==> config.mk <==
export PLATFORM = sky130hd
export DESIGN_NAME = riscv_trap_ctrl_flat
export DESIGN_NICKNAME = d
export VERILOG_FILES = /design/src/rtl/riscv_trap_ctrl_pkg.sv /design/src/rtl/riscv_trap_ctrl_if.sv /design/src/rtl/riscv_trap_ctrl_prio.sv /design/src/rtl/riscv_trap_ctrl.sv /design/src/flat_wrapper.sv
export SDC_FILE = /design/constraint.sdc
export NUM_CORES = 1
export LEC_CHECK = 0
export CAP_MARGIN = 20
export CORE_MARGIN = 2
export CORE_UTILIZATION = 37
export DETAILED_ROUTE_END_ITERATION = 12
export PLACE_DENSITY = 0.86
export SYNTH_ARGS = -nofsm -noshare
export SYNTH_HDL_FRONTEND = slang
export SYNTH_SLANG_ARGS = --single-unit
==> constraint.sdc <==
create_clock -name clk -period 2.18 [get_ports clk]
set_clock_uncertainty 0.15 [all_clocks]
set_input_delay 0.545 -clock clk [delete_from_list [all_inputs] [get_ports clk]]
set_output_delay 0.545 -clock clk [all_outputs]
set_load 0.01 [all_outputs]
==> src/rtl/riscv_trap_ctrl_pkg.sv <==
// Shared types for the trap sequencer: FSM states, privilege encodings,
// arbitration order tables and the selected-trap record.
package riscv_trap_ctrl_pkg;

   typedef enum logic [1:0] {
      IDLE   = 2'd0,
      FLUSH  = 2'd1,
      COMMIT = 2'd2
   } trap_state_t;

   localparam logic [1:0] PRV_U = 2'd0;
   localparam logic [1:0] PRV_S = 2'd1;
   localparam logic [1:0] PRV_M = 2'd3;

   localparam int CODE_W     = 5;
   localparam int N_EXC_PRIO = 14;
   localparam int N_INT_PRIO = 9;

   typedef logic [CODE_W-1:0] code_t;

   // Highest priority first; exception codes 10 and 14 and the H-level
   // interrupt bits (2, 6, 10) are deliberately absent.
   localparam code_t EXC_PRIO [N_EXC_PRIO] = '{
      5'd3, 5'd12, 5'd1, 5'd2, 5'd0, 5'd8, 5'd9,
      5'd11, 5'd6, 5'd4, 5'd15, 5'd13, 5'd7, 5'd5
   };
   localparam code_t INT_PRIO [N_INT_PRIO] = '{
      5'd11, 5'd3, 5'd7, 5'd9, 5'd1, 5'd5, 5'd8, 5'd0, 5'd4
   };

   localparam code_t CAUSE_NMI = 5'd0;

   typedef struct packed {
      logic       valid;
      logic       is_int;
      logic       is_nmi;
      code_t      code;
      logic [1:0] prv;
   } trap_sel_t;

   function automatic logic bit_at(input logic [31:0] vec, input code_t code);
      return vec[code];
   endfunction

endpackage

==> src/rtl/riscv_trap_ctrl_if.sv <==
// Flush handshake and trap-commit bundle between the trap sequencer
// (master) and the pipeline / CSR file (slave).
interface riscv_trap_ctrl_if #(
   parameter int XLEN = 32
);
   logic            trap_req;
   logic            flush_ack;
   logic            trap_commit;
   logic [1:0]      trap_prv;
   logic [XLEN-1:0] trap_cause;
   logic [XLEN-1:0] trap_epc;
   logic [XLEN-1:0] trap_tval;
   logic            trap_nmi;
   logic            busy;

   modport master (
      output trap_req,
      output trap_commit,
      output trap_prv,
      output trap_cause,
      output trap_epc,
      output trap_tval,
      output trap_nmi,
      output busy,
      input  flush_ack
   );

   modport slave (
      input  trap_req,
      input  trap_commit,
      input  trap_prv,
      input  trap_cause,
      input  trap_epc,
      input  trap_tval,
      input  trap_nmi,
      input  busy,
      output flush_ack
   );
endinterface

==> src/rtl/riscv_trap_ctrl_prio.sv <==
// Combinational trap arbiter: picks NMI, then the highest-priority exception,
// then the highest-priority eligible interrupt, and resolves its target privilege.
module riscv_trap_ctrl_prio
   import riscv_trap_ctrl_pkg::*;
#(
   parameter bit HAS_SUPER      = 1'b1,
   parameter int EXCEPTION_SIZE = 16
) (
   input  logic [1:0]                st_prv,
   input  logic                      st_mie,
   input  logic                      st_sie,
   input  logic [11:0]               st_mip,
   input  logic [11:0]               st_mie_en,
   input  logic [11:0]               st_mideleg,
   input  logic [EXCEPTION_SIZE-1:0] st_medeleg,
   input  logic [EXCEPTION_SIZE-1:0] wb_exc,
   input  logic                      nmi,
   output trap_sel_t                 sel
);

   logic [31:0] exc_vec;
   logic [31:0] medeleg_vec;
   logic [31:0] int_ok_vec;
   logic [31:0] int_deleg_vec;
   logic [11:0] int_deleg;
   logic [11:0] int_ok;
   logic        to_m_ok;
   logic        to_s_ok;
   logic        exc_hit;
   logic        int_hit;
   code_t       exc_code;
   code_t       int_code;

   assign exc_vec     = 32'(wb_exc);
   assign medeleg_vec = 32'(st_medeleg);

   // Without S-mode every interrupt is treated as undelegated.
   assign int_deleg = HAS_SUPER ? st_mideleg : 12'h000;
   assign to_m_ok   = (st_prv != PRV_M) || st_mie;
   assign to_s_ok   = (st_prv == PRV_U) || ((st_prv == PRV_S) && st_sie);

   assign int_ok = st_mip & st_mie_en &
                   ((int_deleg & {12{to_s_ok}}) | (~int_deleg & {12{to_m_ok}}));

   assign int_ok_vec    = 32'(int_ok);
   assign int_deleg_vec = 32'(int_deleg);

   always_comb begin
      exc_hit  = 1'b0;
      exc_code = '0;
      for (int k = 0; k < N_EXC_PRIO; k++) begin
         if (!exc_hit && bit_at(exc_vec, EXC_PRIO[k])) begin
            exc_hit  = 1'b1;
            exc_code = EXC_PRIO[k];
         end
      end
   end

   always_comb begin
      int_hit  = 1'b0;
      int_code = '0;
      for (int k = 0; k < N_INT_PRIO; k++) begin
         if (!int_hit && bit_at(int_ok_vec, INT_PRIO[k])) begin
            int_hit  = 1'b1;
            int_code = INT_PRIO[k];
         end
      end
   end

   always_comb begin
      sel     = '0;
      sel.prv = PRV_M;
      if (nmi) begin
         sel.valid  = 1'b1;
         sel.is_nmi = 1'b1;
         sel.code   = CAUSE_NMI;
      end else if (exc_hit) begin
         sel.valid = 1'b1;
         sel.code  = exc_code;
         if (HAS_SUPER && bit_at(medeleg_vec, exc_code) && (st_prv != PRV_M))
            sel.prv = PRV_S;
      end else if (int_hit) begin
         sel.valid  = 1'b1;
         sel.is_int = 1'b1;
         sel.code   = int_code;
         if (bit_at(int_deleg_vec, int_code))
            sel.prv = PRV_S;
      end
   end

endmodule

==> src/rtl/riscv_trap_ctrl.sv <==
// Trap sequencer: arbitrates pending traps, flushes the pipeline via req/ack,
// then strobes a one-cycle commit carrying the snapshotted trap record.
module riscv_trap_ctrl
   import riscv_trap_ctrl_pkg::*;
#(
   parameter int XLEN           = 32,
   parameter bit HAS_SUPER      = 1'b1,
   parameter int EXCEPTION_SIZE = 16
) (
   input  logic                      clk,
   input  logic                      rstn,
   input  logic [1:0]                st_prv,
   input  logic                      st_mie,
   input  logic                      st_sie,
   input  logic [11:0]               st_mip,
   input  logic [11:0]               st_mie_en,
   input  logic [11:0]               st_mideleg,
   input  logic [EXCEPTION_SIZE-1:0] st_medeleg,
   input  logic [EXCEPTION_SIZE-1:0] wb_exc,
   input  logic [XLEN-1:0]           wb_pc,
   input  logic [XLEN-1:0]           wb_tval,
   input  logic                      nmi,
   riscv_trap_ctrl_if.master         tif
);

   trap_state_t     state_q;
   trap_state_t     state_d;
   trap_sel_t       sel;
   logic            capture;
   logic            req_d;
   logic            commit_d;
   logic            busy_d;

   logic [1:0]      prv_q;
   logic [XLEN-1:0] cause_q;
   logic [XLEN-1:0] epc_q;
   logic [XLEN-1:0] tval_q;
   logic            nmi_q;

   riscv_trap_ctrl_prio #(
      .HAS_SUPER      (HAS_SUPER),
      .EXCEPTION_SIZE (EXCEPTION_SIZE)
   ) u_prio (
      .st_prv     (st_prv),
      .st_mie     (st_mie),
      .st_sie     (st_sie),
      .st_mip     (st_mip),
      .st_mie_en  (st_mie_en),
      .st_mideleg (st_mideleg),
      .st_medeleg (st_medeleg),
      .wb_exc     (wb_exc),
      .nmi        (nmi),
      .sel        (sel)
   );

   always_ff @(posedge clk or negedge rstn) begin
      if (!rstn) state_q <= IDLE;
      else       state_q <= state_d;
   end

   // Arbitration only happens in IDLE; anything still pending after COMMIT
   // is picked up again on the following IDLE cycle.
   always_comb begin
      state_d  = state_q;
      capture  = 1'b0;
      req_d    = 1'b0;
      commit_d = 1'b0;
      busy_d   = 1'b1;
      unique case (state_q)
         IDLE: begin
            busy_d = 1'b0;
            if (sel.valid) begin
               state_d = FLUSH;
               capture = 1'b1;
            end
         end
         FLUSH: begin
            req_d = 1'b1;
            if (tif.flush_ack) state_d = COMMIT;
         end
         COMMIT: begin
            commit_d = 1'b1;
            state_d  = IDLE;
         end
         default: begin
            busy_d  = 1'b0;
            state_d = IDLE;
         end
      endcase
   end

   always_ff @(posedge clk or negedge rstn) begin
      if (!rstn) begin
         prv_q   <= '0;
         cause_q <= '0;
         epc_q   <= '0;
         tval_q  <= '0;
         nmi_q   <= 1'b0;
      end else if (capture) begin
         prv_q   <= sel.prv;
         cause_q <= {sel.is_int, {(XLEN-1-CODE_W){1'b0}}, sel.code};
         epc_q   <= wb_pc;
         tval_q  <= (sel.is_int || sel.is_nmi) ? '0 : wb_tval;
         nmi_q   <= sel.is_nmi;
      end
   end

   assign tif.trap_req    = req_d;
   assign tif.trap_commit = commit_d;
   assign tif.busy        = busy_d;
   assign tif.trap_prv    = prv_q;
   assign tif.trap_cause  = cause_q;
   assign tif.trap_epc    = epc_q;
   assign tif.trap_tval   = tval_q;
   assign tif.trap_nmi    = nmi_q;

endmodule
==> src/flat_wrapper.sv <==
// flat-port wrapper written by rule: the top's interface ports become plain ports
module riscv_trap_ctrl_flat import riscv_trap_ctrl_pkg::*;
#(
   parameter int XLEN           = 32,
   parameter bit HAS_SUPER      = 1'b1,
   parameter int EXCEPTION_SIZE = 16
)
  (clk, rstn, st_prv, st_mie, st_sie, st_mip, st_mie_en, st_mideleg, st_medeleg, wb_exc, wb_pc, wb_tval, nmi, tif_trap_req, tif_trap_commit, tif_trap_prv, tif_trap_cause, tif_trap_epc, tif_trap_tval, tif_trap_nmi, tif_busy, tif_flush_ack);
  riscv_trap_ctrl_if #(.XLEN(XLEN)) tif_i ();
  input  logic clk;
  input  logic rstn;
  input  logic [1:0] st_prv;
  input  logic st_mie;
  input  logic st_sie;
  input  logic [11:0] st_mip;
  input  logic [11:0] st_mie_en;
  input  logic [11:0] st_mideleg;
  input  logic [EXCEPTION_SIZE-1:0] st_medeleg;
  input  logic [EXCEPTION_SIZE-1:0] wb_exc;
  input  logic [XLEN-1:0] wb_pc;
  input  logic [XLEN-1:0] wb_tval;
  input  logic nmi;
  output wire logic [$bits(tif_i.trap_req)-1:0] tif_trap_req;
  output wire logic [$bits(tif_i.trap_commit)-1:0] tif_trap_commit;
  output wire logic [$bits(tif_i.trap_prv)-1:0] tif_trap_prv;
  output wire logic [$bits(tif_i.trap_cause)-1:0] tif_trap_cause;
  output wire logic [$bits(tif_i.trap_epc)-1:0] tif_trap_epc;
  output wire logic [$bits(tif_i.trap_tval)-1:0] tif_trap_tval;
  output wire logic [$bits(tif_i.trap_nmi)-1:0] tif_trap_nmi;
  output wire logic [$bits(tif_i.busy)-1:0] tif_busy;
  input wire logic [$bits(tif_i.flush_ack)-1:0] tif_flush_ack;
  assign tif_trap_req = tif_i.trap_req;
  assign tif_trap_commit = tif_i.trap_commit;
  assign tif_trap_prv = tif_i.trap_prv;
  assign tif_trap_cause = tif_i.trap_cause;
  assign tif_trap_epc = tif_i.trap_epc;
  assign tif_trap_tval = tif_i.trap_tval;
  assign tif_trap_nmi = tif_i.trap_nmi;
  assign tif_busy = tif_i.busy;
  assign tif_i.flush_ack = tif_flush_ack;
  riscv_trap_ctrl #(.XLEN(XLEN), .HAS_SUPER(HAS_SUPER), .EXCEPTION_SIZE(EXCEPTION_SIZE)) u_core (.clk(clk), .rstn(rstn), .st_prv(st_prv), .st_mie(st_mie), .st_sie(st_sie), .st_mip(st_mip), .st_mie_en(st_mie_en), .st_mideleg(st_mideleg), .st_medeleg(st_medeleg), .wb_exc(wb_exc), .wb_pc(wb_pc), .wb_tval(wb_tval), .nmi(nmi), .tif(tif_i));
endmodule
* Word-level counts from Yosys, hierarchy flattened
Cells that the tools add are included.
Widths: inputs -> output; s select.
** Word-level totals
- Register bits :: 75
- Bits of input ports :: 140
- Output and inout port bits :: 102
- Word-level logic and storage cells :: 142
** Operators by class
- Order comparisons :: 2
- Eq/ne operators :: 6
- Muxes and demuxes :: 71
- Bitwise operators :: 6
- Reduce and logical (&&, ||, !) cells :: 51
** Operators by type and width (count)
- $mux 5 :: 21
- $and 12x12->12 :: 4
- $mux 1 :: 35
- $mux 32 :: 1
- $logic_and 1x1->1 :: 23
- $logic_not 1->1 :: 21
- $mux 2 :: 7
- $mux 7 :: 2
- $lt 5x6->1 const B :: 2
- $not 12->12 :: 1
- $or 12x12->12 :: 1
- $bmux 1 s5 :: 2
- $mux 4 :: 2
- $eq 2x1->1 const B :: 2
- $logic_not 2->1 :: 2
- $ne 2x2->1 const B :: 2
- $pmux 2 s2 :: 1
- $logic_or 1x1->1 :: 3
- $eq 2x2->1 const B :: 1
- $ne 2x1->1 const B :: 1
- $reduce_and 2->1 :: 1
- $reduce_or 2->1 :: 1

* Logic depth before layout (Yosys ltp)
- Depth in word-level cells :: 46
- Gate-level depth with buffers :: 10

* Cells and area by module
A second synthesis with hierarchy kept.
** Unflattened totals
- Cells, all modules :: 335
- Area total of the unflattened synthesis :: 4046.4 sq um
** Modules (own cells, without submodules)
- riscv_trap_ctrl :: times used 1, cells an instance 200, area each 3165.5 sq um
- riscv_trap_ctrl_prio :: times used 1, cells an instance 135, area each 880.8 sq um

* Worst setup path before layout
OpenSTA, ideal clock, no wires.
- Kind :: input to register
- Start :: input port wb_exc[12]
- End :: register u_core.prv_q[1], in the netlist u_core.tif.trap_prv[1]
- Library setup time :: 95 ps
- Arrival :: 2272 ps
- Slack :: -337 ps
- Stages :: 8
- Path buffers :: 0
- Cell sequence :: nor4_4 -> nand3_2 -> o21ai_4 -> mux2i_1 -> mux2_2 -> a22oi_1 -> a211o_1 -> o31ai_1
** On the way
- Word-level cells in the longest chain between the ends :: 44
** Ends and longest elaborated chain
- from (decl) :: line flat_wrapper.sv:19 : input logic [EXCEPTION_SIZE-1:0] wb_exc;
- $logic_and 1x1->1 (*) :: line riscv_trap_ctrl_prio.sv:52 : if (!exc_hit && bit_at(exc_vec, EXC_PRIO[k])) begin
- $mux 1 :: line riscv_trap_ctrl_prio.sv:52
- $logic_not 1->1 :: line riscv_trap_ctrl_prio.sv:52
- $logic_and 1x1->1 :: line riscv_trap_ctrl_prio.sv:52
- $mux 1 :: line riscv_trap_ctrl_prio.sv:52
- $logic_not 1->1 :: line riscv_trap_ctrl_prio.sv:52
- $logic_and 1x1->1 :: line riscv_trap_ctrl_prio.sv:52
- $mux 1 :: line riscv_trap_ctrl_prio.sv:52
- (+28 left out)
- $logic_and 1x1->1 :: line riscv_trap_ctrl_prio.sv:52
- $mux 5 :: line riscv_trap_ctrl_prio.sv:52
- $bmux 1 s5 :: line riscv_trap_ctrl_pkg.sv:42 : return vec[code];
- $mux 1 (implied by the code) :: line riscv_trap_ctrl_pkg.sv:42
- $logic_and 1x1->1 :: line riscv_trap_ctrl_prio.sv:80 : if (HAS_SUPER && bit_at(medeleg_vec, exc_code) && (st_prv != PRV_M))
- $mux 2 :: line riscv_trap_ctrl_prio.sv:80
- $mux 7 :: line riscv_trap_ctrl_prio.sv:77 : end else if (exc_hit) begin
- $mux 2 :: line riscv_trap_ctrl_prio.sv:73 : if (nmi) begin
- to (signal assigned) :: line riscv_trap_ctrl.sv:100 : prv_q <= sel.prv;
- to (decl) :: line riscv_trap_ctrl.sv:34 : logic [1:0] prv_q;
Every way passes the cells marked *; elsewhere a longest branch is shown, timed or not. The select of a mux whose other input is x is not followed.
A chain may end at the register's enable or synchronous reset.

* Worst setup path in the final report
- Start :: input port wb_exc[8]
- End :: register u_core.epc_q[10], in the netlist u_core.tif.trap_epc[10]
** On the way
- Word-level cells in the longest chain between the ends :: 30
** Ends and longest elaborated chain
- $logic_and 1x1->1 (*) :: line riscv_trap_ctrl_prio.sv:52
- $mux 1 (*) :: line riscv_trap_ctrl_prio.sv:52
- $logic_not 1->1 :: line riscv_trap_ctrl_prio.sv:52
- $logic_and 1x1->1 :: line riscv_trap_ctrl_prio.sv:52
- $mux 1 (*) :: line riscv_trap_ctrl_prio.sv:52
- $logic_not 1->1 :: line riscv_trap_ctrl_prio.sv:52
- $logic_and 1x1->1 :: line riscv_trap_ctrl_prio.sv:52
- $mux 1 (*) :: line riscv_trap_ctrl_prio.sv:52
- (+14 left out)
- $mux 1 (*) :: line riscv_trap_ctrl_prio.sv:52
- $logic_not 1->1 :: line riscv_trap_ctrl_prio.sv:52
- $logic_and 1x1->1 :: line riscv_trap_ctrl_prio.sv:52
- $mux 1 (*) :: line riscv_trap_ctrl_prio.sv:52
- $mux 1 (*) :: line riscv_trap_ctrl_prio.sv:77
- $mux 1 (*) :: line riscv_trap_ctrl_prio.sv:73
- $mux 1 (*) :: line riscv_trap_ctrl.sv:72 : if (sel.valid) begin
- $mux 1 (*) :: line riscv_trap_ctrl.sv:69 : unique case (state_q)
- to (signal assigned) :: line riscv_trap_ctrl.sv:102 : epc_q <= wb_pc;
- to (decl) :: line riscv_trap_ctrl.sv:36 : logic [XLEN-1:0] epc_q;
Every way passes the cells marked *; elsewhere a longest branch is shown, timed or not.

==> metrics <==
number of standard cells in the final layout excluding fillers=781; final critical-path share of the clock period=110%; hold violation count in the final report=0; sequential cell area=1850 µm²; area occupied by multi-input gates=2120 µm²; outcome=finished with violations; data required time at the worst endpoint=2.26 ns; Filler cells=slightly below 700; n_diodes=0; final count of negative-setup-slack endpoints=66; number of storage elements in the synthesis netlist=74; cell type with the largest total area after synthesis=dfrtp_1; worst path buffer plus inverter count=4; number of primary I/O pins=242; Rows=37; TritonCTS clock tree=built; violated checks=setup timing; total gr overflow=0; Seq/Total Area, Yosys=48.3%; wire length of the first global-routing pass=around 22000 µm; ratio of total power to cell area=~1100 nW/µm²; number of optimization iterations in the first detailed-route pass=5; number of routed nets with antenna violations=0; Initial Utilization=37.6%; half-perimeter wire length after placement=10100 µm; total chip power=8.45 mW; setup repair after global routing missed its margin=true; max capacitance violation total=0; final count of pins violating max slew=0; Synth Warn #=0; cell family with most CP delay=simple AND/OR/NAND/NOR gates; prevailing post-synth register cell=dfrtp_1; pin count of the biggest net entering global routing=51; via total after detailed routing=4003; area growth from synthesis to layout=92.0%; routed length on met3=~930 µm; largest stage delay on the critical path=0.36 ns; final critical delay including setup and external delays=2.40 ns; Peak supply drop=0.647 mV; via density per instance=5.13; latest clock arrival within the worst-skew pair=0.34 ns; kind of end point of the critical path=flop; Final Hold Slack=0.323 ns; largest cells by area after synthesis=dfrtp_1 48%, mux2_2 9.7%, a22o_1 7.8%; Worst-path clk slew=about 0.080 ns; critical setup path kind=input pin to flop; most numerous cell in the Yosys netlist=dfrtp_1; leakage power summed over all cells=around 3.4 nW; internal power contribution=5.64 mW; DRT met1 WL=approximately 5700 µm; net switching share of the total power=33.2%; count of clock tree sinks=74; post-synthesis cell count=between 300 and 400; horizontal extent of the die=106 µm; final setup margin=-0.224 ns; number of global-route vias before repair=4231; highest-delay cell along the critical path=nor4_4; maximum achievable frequency=between 0.4 and 0.5 GHz; initial antenna violation count=0; area share of the largest cell type after synthesis=48.3%; CTS Root Cell=clkbuf_8; overall fraction of global-route tracks in use=25.7%; core area=10200 µm²; Tightest Hold Check Type=flop to flop; mean cell area of the mapped netlist=~11 µm²; library cells used by synthesis=48; clock network power share=13.6%; top sig layer=met4; combinational share of power=around 59%; Placed Cells=728; DIE AREA=11200 µm²; met2 WL post-DR=7820 µm; fraction of synthesis flops using an asynchronous set or reset pin=100%; count of input and output buffers=203; fraction of layout instances using a drive strength above 1=31.9%; number of buffers created by CTS=9; routability cong.=between 0.8 and 0.9; DRC violation count after routing=0; htree depth=3; crit path max fanout=8; overall routed net length=14900 µm; Max clock buf depth=2; most frequent cells after synthesis=74 x dfrtp_1, 34 x a22o_1, 33 x mux2_2; DRT iter0 DRCs=between 200 and 300; cell breakdown of the critical path=buf_8 > nor4_4 > buf_4 > nand2_2 > nor2b_4 > nand4_1 > o21ai_4 > buf_6 > clkbuf_16 > mux2_4; switching power total=2.80 mW; number of enable-type register cells in the synthesized netlist=0; Setup crit start kind=input pin; CP Data Arrival Time=about 2.5 ns; Die Y=106 µm; Layout Nets=783; routed length per placed instance=19.1 µm; Reg power frac=27.8%; Post-Synthesis Cell Area=3830 µm²
## cells by family (layout without fill, tap and decap cells)
| family | after synthesis | count (layout) | share of synthesized area (%) |
|---|---|---|---|
| other | 1 | 27 | 0.0978 |
| DFF | 74 | 74 | 48.3 |
| buffers and inverters | 49 | 327 | 7.73 |
| adders and majority gates | 3 | 3 | 0.979 |
| muxes | 44 | 44 | 12.6 |
| AOI/OAI and AO/OA | 93 | 93 | 18.9 |
| and+or+nand+nor | 77 | 77 | 11.4 |
## worst paths after layout
| path | startpoint | depth (start not counted) | end | slack [ns] |
|---|---|---|---|---|
| max in group asynchronous | rstn | 3 | u_core.tif.trap_tval[26]$_DFFE_PN0P_ | 0.78 |
| max | wb_exc[8] | 10 | u_core.tif.trap_epc[10]$_DFFE_PN0P_ | -0.22 |
| min in group asynchronous | rstn | 2 | u_core.tif.trap_tval[6]$_DFFE_PN0P_ | 0.50 |
| min | u_core.tif.trap_prv[0]$_DFFE_PN0P_ | 1 | u_core.tif.trap_prv[0]$_DFFE_PN0P_ | 0.32 |
| min reg2reg | u_core.tif.trap_prv[0]$_DFFE_PN0P_ | 1 | u_core.tif.trap_prv[0]$_DFFE_PN0P_ | 0.32 |
| max reg2reg | u_core.state_q[1]$_DFFE_PN0P_ | 8 | u_core.tif.trap_tval[22]$_DFFE_PN0P_ | 0.22 |
## power groups by stage
stage / registers, mW / logic (mW) / clock network (mW)
5_1_grt: 2.40 / 5.20 / 1.21
3_5_place_dp: 2.34 / 3.93 / 0
3_3_place_gp: 2.29 / 3.82 / 0
4_1_cts: 2.33 / 4.72 / 1.14
6_report: 2.35 / 4.95 / 1.15
2_1_floorplan: 2.55 / 1.77 / 0
## per-stage QoR
| stage | cell area (µm²) | setup slack, ns | util [%] | TNS, ns |
|---|---|---|---|---|
| global placement | 6510 | -0.852 | 63.9 | -54.49 |
| floorplan | 4090 | -0.276 | - | -11.70 |
| global route | 7360 | -0.258 | 72.3 | -12.97 |
| detailed placement | 6510 | -0.937 | 63.9 | -57.97 |
| finish | 7360 | -0.224 | 72.3 | -9.67 |
| CTS | 7260 | -0.121 | 71.3 | -1.14 |
## cell usage in the layout, fill, tap and decap left out, types with 3 or more instances in the layout
master and n:
nand2b_1 3, o21ai_0 6, dfrtp_1 74, nand3_1 12, nor2_1 13, buf_6 13, conb_1 27, buf_4 73
clkbuf_8 12, nand3_2 3, a21oi_1 10, ha_1 3, clkbuf_16 4, buf_12 10, mux2i_1 10, inv_1 9
a211oi_1 4, a22o_1 34, buf_2 9, nand2_2 5, mux2_4 34, nor4_4 4, nand3b_1 8, o31ai_1 3
clkdlybuf4s15_1 7, dlygate4sd2_1 25, o21ai_1 3, nand2_1 13, clkdlybuf4s50_1 154
## registers in the layout, summed over array words and instances, names as in the netlist
name                   count
u_core.tif.trap_epc       32
u_core.tif.trap_tval      32
u_core.tif.trap_cause      5
u_core.state_q             2
u_core.tif.trap_prv        2
u_core.tif.trap_nmi        1
## final cells by class
type                    count  area share (%)
clock buffers              13            2.30
clock inverters             3           0.629
inverters                   9           0.459
multi-input cells         244            28.9
flip-flops and latches     74            25.2
well taps                 136            2.31
repair buffers            302            40.3
## routing by layer
| layer | vias up | track usage, % |
|---|---|---|
| li1 | 1829 | - |
| met1 | 1928 | 28.1 |
| met2 | 203 | 48.1 |
| met3 | 43 | 5.26 |
| met4 | 0 | 10.5 |
| met5 | - | 0 |
## repair_timing
item	4_1_cts	5_1_grt
hold endpoints to repair	24	0
resized for setup	156	28
gates cloned	4	4
buffers inserted	28	9
setup endpoints to repair	77	72
hold buffers	1	0
pin swaps	34	16
Note: power is estimated with default switching activity, not from simulation.
